<file path="src/rtl/pipeline_ctrl_pkg.sv">
// Shared types and constants for the pipeline stall/flush/redirect controller.
// Stall vectors use the same bit order as the pipeline: PC, IF/ID, ID/EX, EX/MEM, MEM/WB.
package pipeline_ctrl_pkg;

  localparam int unsigned NUM_STAGES  = 5;

  localparam int unsigned STALL_PC    = 0;
  localparam int unsigned STALL_IFID  = 1;
  localparam int unsigned STALL_IDEX  = 2;
  localparam int unsigned STALL_EXMEM = 3;
  localparam int unsigned STALL_MEMWB = 4;

  localparam logic [NUM_STAGES-1:0] STALL_NONE  = 5'b00000;
  localparam logic [NUM_STAGES-1:0] STALL_ALL   = 5'b11111;
  localparam logic [NUM_STAGES-1:0] STALL_DIV   = 5'b00111;
  localparam logic [NUM_STAGES-1:0] STALL_LOAD  = 5'b00011;
  localparam logic [NUM_STAGES-1:0] STALL_FETCH = 5'b00001;

  localparam logic [31:0] EXC_VECTOR_DEFAULT = 32'hBFC00380;

  typedef enum logic [1:0] {
    IDLE = 2'd0,
    BUSY = 2'd1,
    DONE = 2'd2
  } div_state_t;

  // A held register feeding a moving one must inject a bubble into the moving one.
  function automatic logic [NUM_STAGES-1:0] bubble_from_stall(input logic [NUM_STAGES-1:0] stall);
    logic [NUM_STAGES-1:0] bubble;
    bubble = '0;
    for (int k = 0; k < NUM_STAGES - 1; k++) begin
      bubble[k+1] = stall[k] & ~stall[k+1];
    end
    return bubble;
  endfunction

endpackage

</file>
<file path="src/rtl/pipeline_ctrl_hazard_detect.sv">
// Load-use hazard compare: a load in EX whose destination is read by the instruction in ID.
module pipeline_ctrl_hazard_detect
  import pipeline_ctrl_pkg::*;
(
  input  logic [4:0] id_reg1_addr_i,
  input  logic       id_reg1_read_i,
  input  logic [4:0] id_reg2_addr_i,
  input  logic       id_reg2_read_i,
  input  logic       ex_rmem_i,
  input  logic       ex_wreg_i,
  input  logic [4:0] ex_wd_i,
  output logic       load_use_o
);

  logic w_ex_load_dst;
  logic w_src1_hit;
  logic w_src2_hit;

  // $zero is never a real producer, so it can never create a hazard.
  assign w_ex_load_dst = ex_rmem_i & ex_wreg_i & (ex_wd_i != 5'd0);
  assign w_src1_hit    = id_reg1_read_i & (id_reg1_addr_i == ex_wd_i);
  assign w_src2_hit    = id_reg2_read_i & (id_reg2_addr_i == ex_wd_i);
  assign load_use_o    = w_ex_load_dst & (w_src1_hit | w_src2_hit);

endmodule

</file>
<file path="src/rtl/pipeline_ctrl.sv">
// Central stall/flush/redirect controller for the 5-stage core: load-use, divider,
// cache-miss stalls and exception/ERET flush with a held PC redirect.
module pipeline_ctrl
  import pipeline_ctrl_pkg::*;
#(
  parameter int unsigned DIV_LATENCY = 34,
  parameter logic [31:0] EXC_VECTOR  = EXC_VECTOR_DEFAULT
) (
  input  logic                  clk,
  input  logic                  rst,
  input  logic [4:0]            id_reg1_addr_i,
  input  logic                  id_reg1_read_i,
  input  logic [4:0]            id_reg2_addr_i,
  input  logic                  id_reg2_read_i,
  input  logic                  ex_rmem_i,
  input  logic                  ex_wreg_i,
  input  logic [4:0]            ex_wd_i,
  input  logic                  ex_div_start_i,
  input  logic                  mem_except_i,
  input  logic                  mem_eret_i,
  input  logic [31:0]           cp0_epc_i,
  input  logic                  icache_stall_i,
  input  logic                  dcache_stall_i,
  input  logic                  pc_ack_i,
  output logic [NUM_STAGES-1:0] stall_o,
  output logic [NUM_STAGES-1:0] bubble_o,
  output logic                  flush_o,
  output logic [31:0]           new_pc_o,
  output logic                  new_pc_valid_o,
  output logic                  div_busy_o
);

  localparam int unsigned       CNT_W    = $clog2(DIV_LATENCY);
  localparam logic [CNT_W-1:0]  CNT_LOAD = CNT_W'(DIV_LATENCY - 2);

  logic             w_flush;
  logic             w_load_use;
  logic             w_pc_hold;
  div_state_t       r_div_state;
  div_state_t       w_div_state_next;
  logic [CNT_W-1:0] r_div_cnt;
  logic [CNT_W-1:0] w_div_cnt_next;
  logic [31:0]      r_new_pc;
  logic             r_new_pc_valid;

  pipeline_ctrl_hazard_detect u_hazard_detect (
    .id_reg1_addr_i (id_reg1_addr_i),
    .id_reg1_read_i (id_reg1_read_i),
    .id_reg2_addr_i (id_reg2_addr_i),
    .id_reg2_read_i (id_reg2_read_i),
    .ex_rmem_i      (ex_rmem_i),
    .ex_wreg_i      (ex_wreg_i),
    .ex_wd_i        (ex_wd_i),
    .load_use_o     (w_load_use)
  );

  assign w_flush   = mem_except_i | mem_eret_i;
  assign w_pc_hold = r_new_pc_valid & ~pc_ack_i;

  // Divider FSM: state register.
  always_ff @(posedge clk) begin
    if (rst) begin
      r_div_state <= IDLE;
      r_div_cnt   <= '0;
    end else begin
      r_div_state <= w_div_state_next;
      r_div_cnt   <= w_div_cnt_next;
    end
  end

  // Divider FSM: next state.
  always_comb begin
    w_div_state_next = r_div_state;
    w_div_cnt_next   = r_div_cnt;
    if (w_flush) begin
      w_div_state_next = IDLE;
    end else begin
      unique case (r_div_state)
        IDLE: begin
          if (ex_div_start_i) begin
            w_div_state_next = BUSY;
            w_div_cnt_next   = CNT_LOAD;
          end
        end
        BUSY: begin
          // A data-cache miss freezes the whole pipe, divider included.
          if (!dcache_stall_i) begin
            if (r_div_cnt == '0) begin
              w_div_state_next = DONE;
            end else begin
              w_div_cnt_next = r_div_cnt - CNT_W'(1);
            end
          end
        end
        DONE: begin
          // The start seen here belongs to the divide that just finished.
          w_div_state_next = IDLE;
        end
        default: w_div_state_next = IDLE;
      endcase
    end
  end

  // Stall/bubble/flush outputs.
  always_comb begin
    stall_o    = STALL_NONE;
    bubble_o   = STALL_NONE;
    flush_o    = 1'b0;
    div_busy_o = (r_div_state != IDLE);
    if (w_flush) begin
      flush_o  = 1'b1;
      bubble_o = STALL_ALL;
    end else begin
      if (dcache_stall_i) begin
        stall_o = STALL_ALL;
      end else if (r_div_state == BUSY) begin
        stall_o = STALL_DIV;
      end else if (w_load_use) begin
        stall_o = STALL_LOAD;
      end else if (icache_stall_i) begin
        stall_o = STALL_FETCH;
      end
      if (w_pc_hold) begin
        stall_o[STALL_PC] = 1'b1;
      end
      bubble_o = bubble_from_stall(stall_o);
    end
  end

  // Redirect target is held until the PC register acknowledges it; a later flush overwrites.
  always_ff @(posedge clk) begin
    if (rst) begin
      r_new_pc       <= '0;
      r_new_pc_valid <= 1'b0;
    end else if (w_flush) begin
      r_new_pc       <= mem_eret_i ? cp0_epc_i : EXC_VECTOR;
      r_new_pc_valid <= 1'b1;
    end else if (r_new_pc_valid && pc_ack_i) begin
      r_new_pc       <= '0;
      r_new_pc_valid <= 1'b0;
    end
  end

  assign new_pc_o       = r_new_pc;
  assign new_pc_valid_o = r_new_pc_valid;

endmodule

</file>
<file path="config.mk">
export PLATFORM = sky130hd
export DESIGN_NAME = pipeline_ctrl
export DESIGN_NICKNAME = d
export VERILOG_FILES = /design/src/rtl/pipeline_ctrl_pkg.sv /design/src/rtl/pipeline_ctrl_hazard_detect.sv /design/src/rtl/pipeline_ctrl.sv
export SDC_FILE = /design/constraint.sdc
export NUM_CORES = 1
export LEC_CHECK = 0
export BUFFER_PORTS_ARGS = -buffer_cell sky130_fd_sc_hd__buf_2
export CAP_MARGIN = 20
export CORE_MARGIN = 2
export CORE_UTILIZATION = 30
export DETAILED_ROUTE_END_ITERATION = 10
export PLACE_DENSITY_LB_ADDON = 0.08
export RECOVER_POWER = 25
export SLEW_MARGIN = 10
export SYNTH_ARGS = -nofsm -noshare
export SYNTH_HDL_FRONTEND = slang
export SYNTH_SLANG_ARGS = --single-unit
</file>
<file path="constraint.sdc">
create_clock -name clk -period 1.9 [get_ports clk]
set_input_delay 0.095 -clock clk [delete_from_list [all_inputs] [get_ports clk]]
set_output_delay 0.095 -clock clk [all_outputs]
set_load 0.1 [all_outputs]
</file>
# Word level (Yosys, flattened, before mapping)
# Index checks and enable logic that the tools add are counted.
# word_totals
reg_bits,41
word_cells,63
# op_classes
n_addsub,1
n_eq_ne,7
mux,23
bitwise_logic,18
reduce_logical,10
# ops
operator,count
32-bit two-way mux,3
5-bit two-way mux,4
6-bit two-way mux,3
6-bit one-hot mux with 2 select lines,1
1-bit bitwise AND,10
5-bit == test,2
2-bit two-way mux,4
"2-bit inequality test, second input constant",4
6-bit logical NOT,1
1-bit two-way mux,6
1-bit NOT,6
2-bit nonzero test,3
"6-bit by 1-bit subtractor with 6-bit output, second input constant",1
5-bit AND reduction,1
5-bit nonzero test,1
2-bit one-hot mux with 2 select lines,1
3-bit two-way mux,1
3-bit AND reduction,1
"2-bit by 1-bit == test with 1-bit output, second input constant",1
2-bit logical NOT,1
1-bit OR,2
2-bit OR reduction,1
1-bit logical AND,1

# Logic depth before layout (Yosys ltp)
# depth
word_depth,12
depth_mapped,8
ltp_nobuf,7

# Hierarchy
# Synthesis repeated with hierarchy kept, for this count alone.
# hier_totals
cells_unflattened,193
area_unflattened_um2,1804.2
# modules_own_cells
module,instances,cells_per_inst,area_each_um2
pipeline_ctrl,1,176,1669.1
pipeline_ctrl_hazard_detect,1,17,135.1

# Worst setup path after synthesis
# OpenSTA, ideal clock, no wires.
# synth_path
path_type,flip-flop to output port
startpoint,"register r_new_pc_valid, in the netlist new_pc_valid_o"
endpoint,output port stall_o[0]
arrival_ps,2854
required_time_ps,1805
path_slack_ps,-1049
stages_incl_launch_ff,4
cell_sequence,dfxtp_1 > nand2b_1 > nor2b_1 > a31oi_1
# synth_between
elab_chain_cells,4
# synth_lines
item,line,text
from (decl),pipeline_ctrl.sv:44,logic r_new_pc_valid;
from (signal assigned),pipeline_ctrl.sv:134,r_new_pc_valid <= 1'b0;
from (signal assigned),pipeline_ctrl.sv:137,r_new_pc_valid <= 1'b1;
from (signal assigned),pipeline_ctrl.sv:140,r_new_pc_valid <= 1'b0;
1-bit bitwise AND,pipeline_ctrl.sv:58,assign w_pc_hold = r_new_pc_valid & ~pc_ack_i;
1-bit two-way mux,pipeline_ctrl.sv:123,if (w_pc_hold) begin
1-bit two-way mux,pipeline_ctrl.sv:110,if (w_flush) begin
5-bit two-way mux,pipeline_ctrl.sv:110,
to (decl),pipeline_ctrl.sv:25,"output logic [NUM_STAGES-1:0] stall_o,"
# No other way between the ends. The select of a mux whose other input is x is not followed.

# Worst setup path in the final report
# layout_path
startpoint,register r_div_cnt[0]
endpoint,register r_div_cnt[4]
# layout_between
elab_chain_cells,4
word_cells_on_any_way,7
classes_between,add/sub: 1; eq/ne: 1; mux: 3; reduce/logical: 2
# layout_lines
item,line,text
from (decl),pipeline_ctrl.sv:41,logic [CNT_W-1:0] r_div_cnt;
from (signal assigned),pipeline_ctrl.sv:67,r_div_cnt <= w_div_cnt_next;
6-bit by 1-bit subtractor with 6-bit output,pipeline_ctrl.sv:91,w_div_cnt_next = r_div_cnt - CNT_W'(1);
6-bit two-way mux,pipeline_ctrl.sv:88,if (r_div_cnt == '0) begin
6-bit two-way mux,pipeline_ctrl.sv:87,if (!dcache_stall_i) begin
6-bit one-hot mux with 2 select lines,pipeline_ctrl.sv:78,unique case (r_div_state)
# Parallel ways exist; a longest one is shown, timed or not. The select of a mux whose other input is x is not followed.
# A chain may end at the register's enable or synchronous reset.

==> run_results.csv <==
group,metric,value,unit
routing,viasPerCell,4.78,
cells_and_area,drive_above_1_share,0.380,
run,drv_cap,0,
setup_path,slowest_stage,"dfxtp_1",
yosys,yosysUniqueCellTypes,35,
setup_path,arrival,1960,ps
timing,slew_violations,0,
min_path,whs_endpoint,"new_pc_o[31]",
yosys,synth_area_leaders,"dfxtp_1 (46%), a22oi_1 (8.4%), nor2_1 (8.0%)",
setup_path,max_stage_delay,400,ps
yosys,netlist.area_leader.share,0.460,
routing,dr.pass1.iters,4,
die,core-area,0.00585,sq mm
setup_path,endpoint_kind,"flop",
power_and_ir_drop,powerDensity,899,mW/mm^2
die,io_pins,104,
timing,setup_viol,0,
timing,finalHoldViolCount,0,
grt,antenna_found_initial,0,
yosys,synth-seq-cells,41,
clocking,cts_inserted_buffers,5,
routing,wl_per_cell,13.0,microns
timing,rsz0062_at_grt,"false",
die,die_x,81.1,microns
yosys,synth_most_common_cell,"dfxtp_1",
die,rows,28,
yosys,yosys.area.top_type,"dfxtp_1",
yosys,syn_nets,261,
grt,grt_pass1_vias,1636,
place,dpl.hpwl,3490,microns
power_and_ir_drop,total_power,2.33,mW
timing,fin_crit_sh,0.936,
grt,grt_usage,0.150,
clocking,clkLatencyLatePin,290,ps
timing,fin_tns_setup,0,ps
clocking,hold_buffers,0,
grt,grt_pass1_wl,7680,microns
timing,worstMarginPinSlew,1170,ps
setup_path,path_cells,"inv_1 -> ha_1 -> nor3b_1 -> a21o_2 -> a2111oi_4 -> xnor2_1 -> nor2_1",
die,die_y,81.1,microns
routing,via_count,1791,
place,gp_congestion,0.765,
yosys,ys_seq_area_frac,0.460,
cells_and_area,layout.nets,360,
timing,timing.fmax,562,MHz
yosys,synth_warnings,0,
power_and_ir_drop,power_leakage,1.13,nW
clocking,cts_tree,"done",
yosys,synth_edf_count,0,
setup_path,r2r-start,"r_div_cnt[0]",
setup_path,required,2080,ps
setup_path,cp-start-kind,"flop",
yosys,yosys-top-cells-count,"dfxtp_1 (41), nor2_1 (38), a22oi_1 (20)",
min_path,hp-start,"cp0_epc_i[31]",
clocking,h-tree-depth,2,
grt,grt_start_max_net_pins,33,
yosys,syn_avg_cell_area,8.93,sq um
die,dieArea,0.00658,sq mm
yosys,synthFlopType,"dfxtp_1",
yosys,async_reset_ff_frac,0,
clocking,cts_sinks,41,
setup_path,worstReg2RegEnd,"r_div_cnt[4]",
setup_path,crit_type,"reg -> reg",
setup_path,r2r_cells,7,
clocking,cts_root_buf,"clkbuf_8",
setup_path,regToRegSetupSlack,120,ps
status,status,"completed",
yosys,syn_inst,200,
place,port-buffer-count,103,
min_path,hold_class,"in -> reg",
timing,clock_skew,11.2,ps
routing,ant_nets,0,
timing,holdWs,54.9,ps
routing,drt-initial-drc-count,46,
min_path,hold_depth,3,
clocking,cts_buffer_depth,2,
routing,drc,0,
grt,overflow,0,
setup_path,worst-path-max-fanout,9,
clocking,path_clk_slew,80,ps
timing,max_slew_margin,0.221,
yosys,netlist_area,0.00179,sq mm
power_and_ir_drop,ir_drop,0.000496,V
cells_and_area,area_delta_synth_final,45.0,%
routing,drt-total-wl,4870,microns
cells_and_area,antennaDiodeCount,0,
die,start_util,0.305,
timing,fin_crit,1780,ps
## routing by layer
metal	vias to the layer above	track usage	share of wire
li1	907	-	-
met1	803	0.193	0.46
met2	76	0.238	0.43
met3	5	0.0511	0.10
met4	0	0.0407	0.0080
met5	-	0	0
## timing repair
action                     CTS  global route
gates resized for setup      0             1
setup endpoints to repair    0             1
setup buffers                0             0
## worst max-delay path: cells and delay by family (launching register included)
kind | cells | cell delay, ps
buffers and inverters | 1 | 80
adders and majority gates | 1 | 190
and+or+nand+nor | 2 | 190
DFF | 1 | 400
xor gates and xnor gates | 1 | 170
AOI/OAI and AO/OA | 2 | 640
## cells in the final DEF (no fill, tap or decap), types with 2 or more instances in the layout
master / count
clkbuf_2: 2
buf_12: 7
a31oi_1: 2
clkbuf_1: 13
nor3_1: 4
dfxtp_1: 41
nand2b_1: 4
buf_4: 4
nor2b_1: 2
a221oi_1: 12
xnor2_1: 13
nor2_1: 38
buf_2: 83
nand2_1: 9
inv_1: 5
nand4_1: 2
a21oi_1: 7
clkbuf_8: 5
o22ai_1: 2
a22oi_1: 20
ha_1: 2
## sequential cells by signal (all words and copies together), names as in the netlist
signal	count
new_pc_valid_o	1
r_div_state	2
r_div_cnt	6
new_pc_o	32
## logic make-up (layout without fill, tap and decap cells)
family / Yosys count / after routing / share of synthesized area
simple gates: 67 / 67 / 0.170
buf+inv: 22 / 122 / 0.0589
compound gates: 55 / 55 / 0.234
xor+xnor: 13 / 13 / 0.0638
fa+ha+maj: 2 / 2 / 0.0140
flops: 41 / 41 / 0.460
## power breakdown
part / total, mW / switching (mW) / internal, mW
clock network: 0.690 / 0.296 / 0.394
registers: 0.930 / 0.0262 / 0.904
logic: 0.707 / 0.531 / 0.176
total: 2.33 / 0.853 / 1.47
## per-stage QoR
step | util | instances | worst slack [ps] | cell area, sq um
global route | 0.442 | 375 | 14.4 | 2590
finish | 0.442 | 375 | 121 | 2590
detailed placement | 0.429 | 367 | 138 | 2510
global placement | 0.429 | 367 | 151 | 2510
CTS | 0.448 | 375 | 99.0 | 2620
floorplan | - | 200 | -150 | 1820
## cell type report
cell class | count | area (sq um)
Clock buffer | 6 | 72.6
Sequential cell | 41 | 821
Multi-Input combinational cell | 137 | 896
Timing Repair Buffer | 109 | 648
Inverter | 5 | 18.8
Fill cell | 601 | 3260
Tap cell | 75 | 93.8
Clock inverter | 2 | 38.8
## how the worst max path moves through the flow
stage / startpoint / end / slack, ps / cells after the start
2_1_floorplan: new_pc_valid_o / stall_o[0] / -150 / 3
3_3_place_gp: r_div_cnt[0] / r_div_cnt[4] / 150 / 7
3_5_place_dp: r_div_cnt[0] / r_div_cnt[4] / 140 / 7
4_1_cts: r_div_cnt[0] / r_div_cnt[4] / 100 / 7
5_1_grt: r_div_cnt[0] / r_div_cnt[4] / 10 / 7
6_report: r_div_cnt[0] / r_div_cnt[4] / 120 / 7
Power figures use the tool's default switching activity.
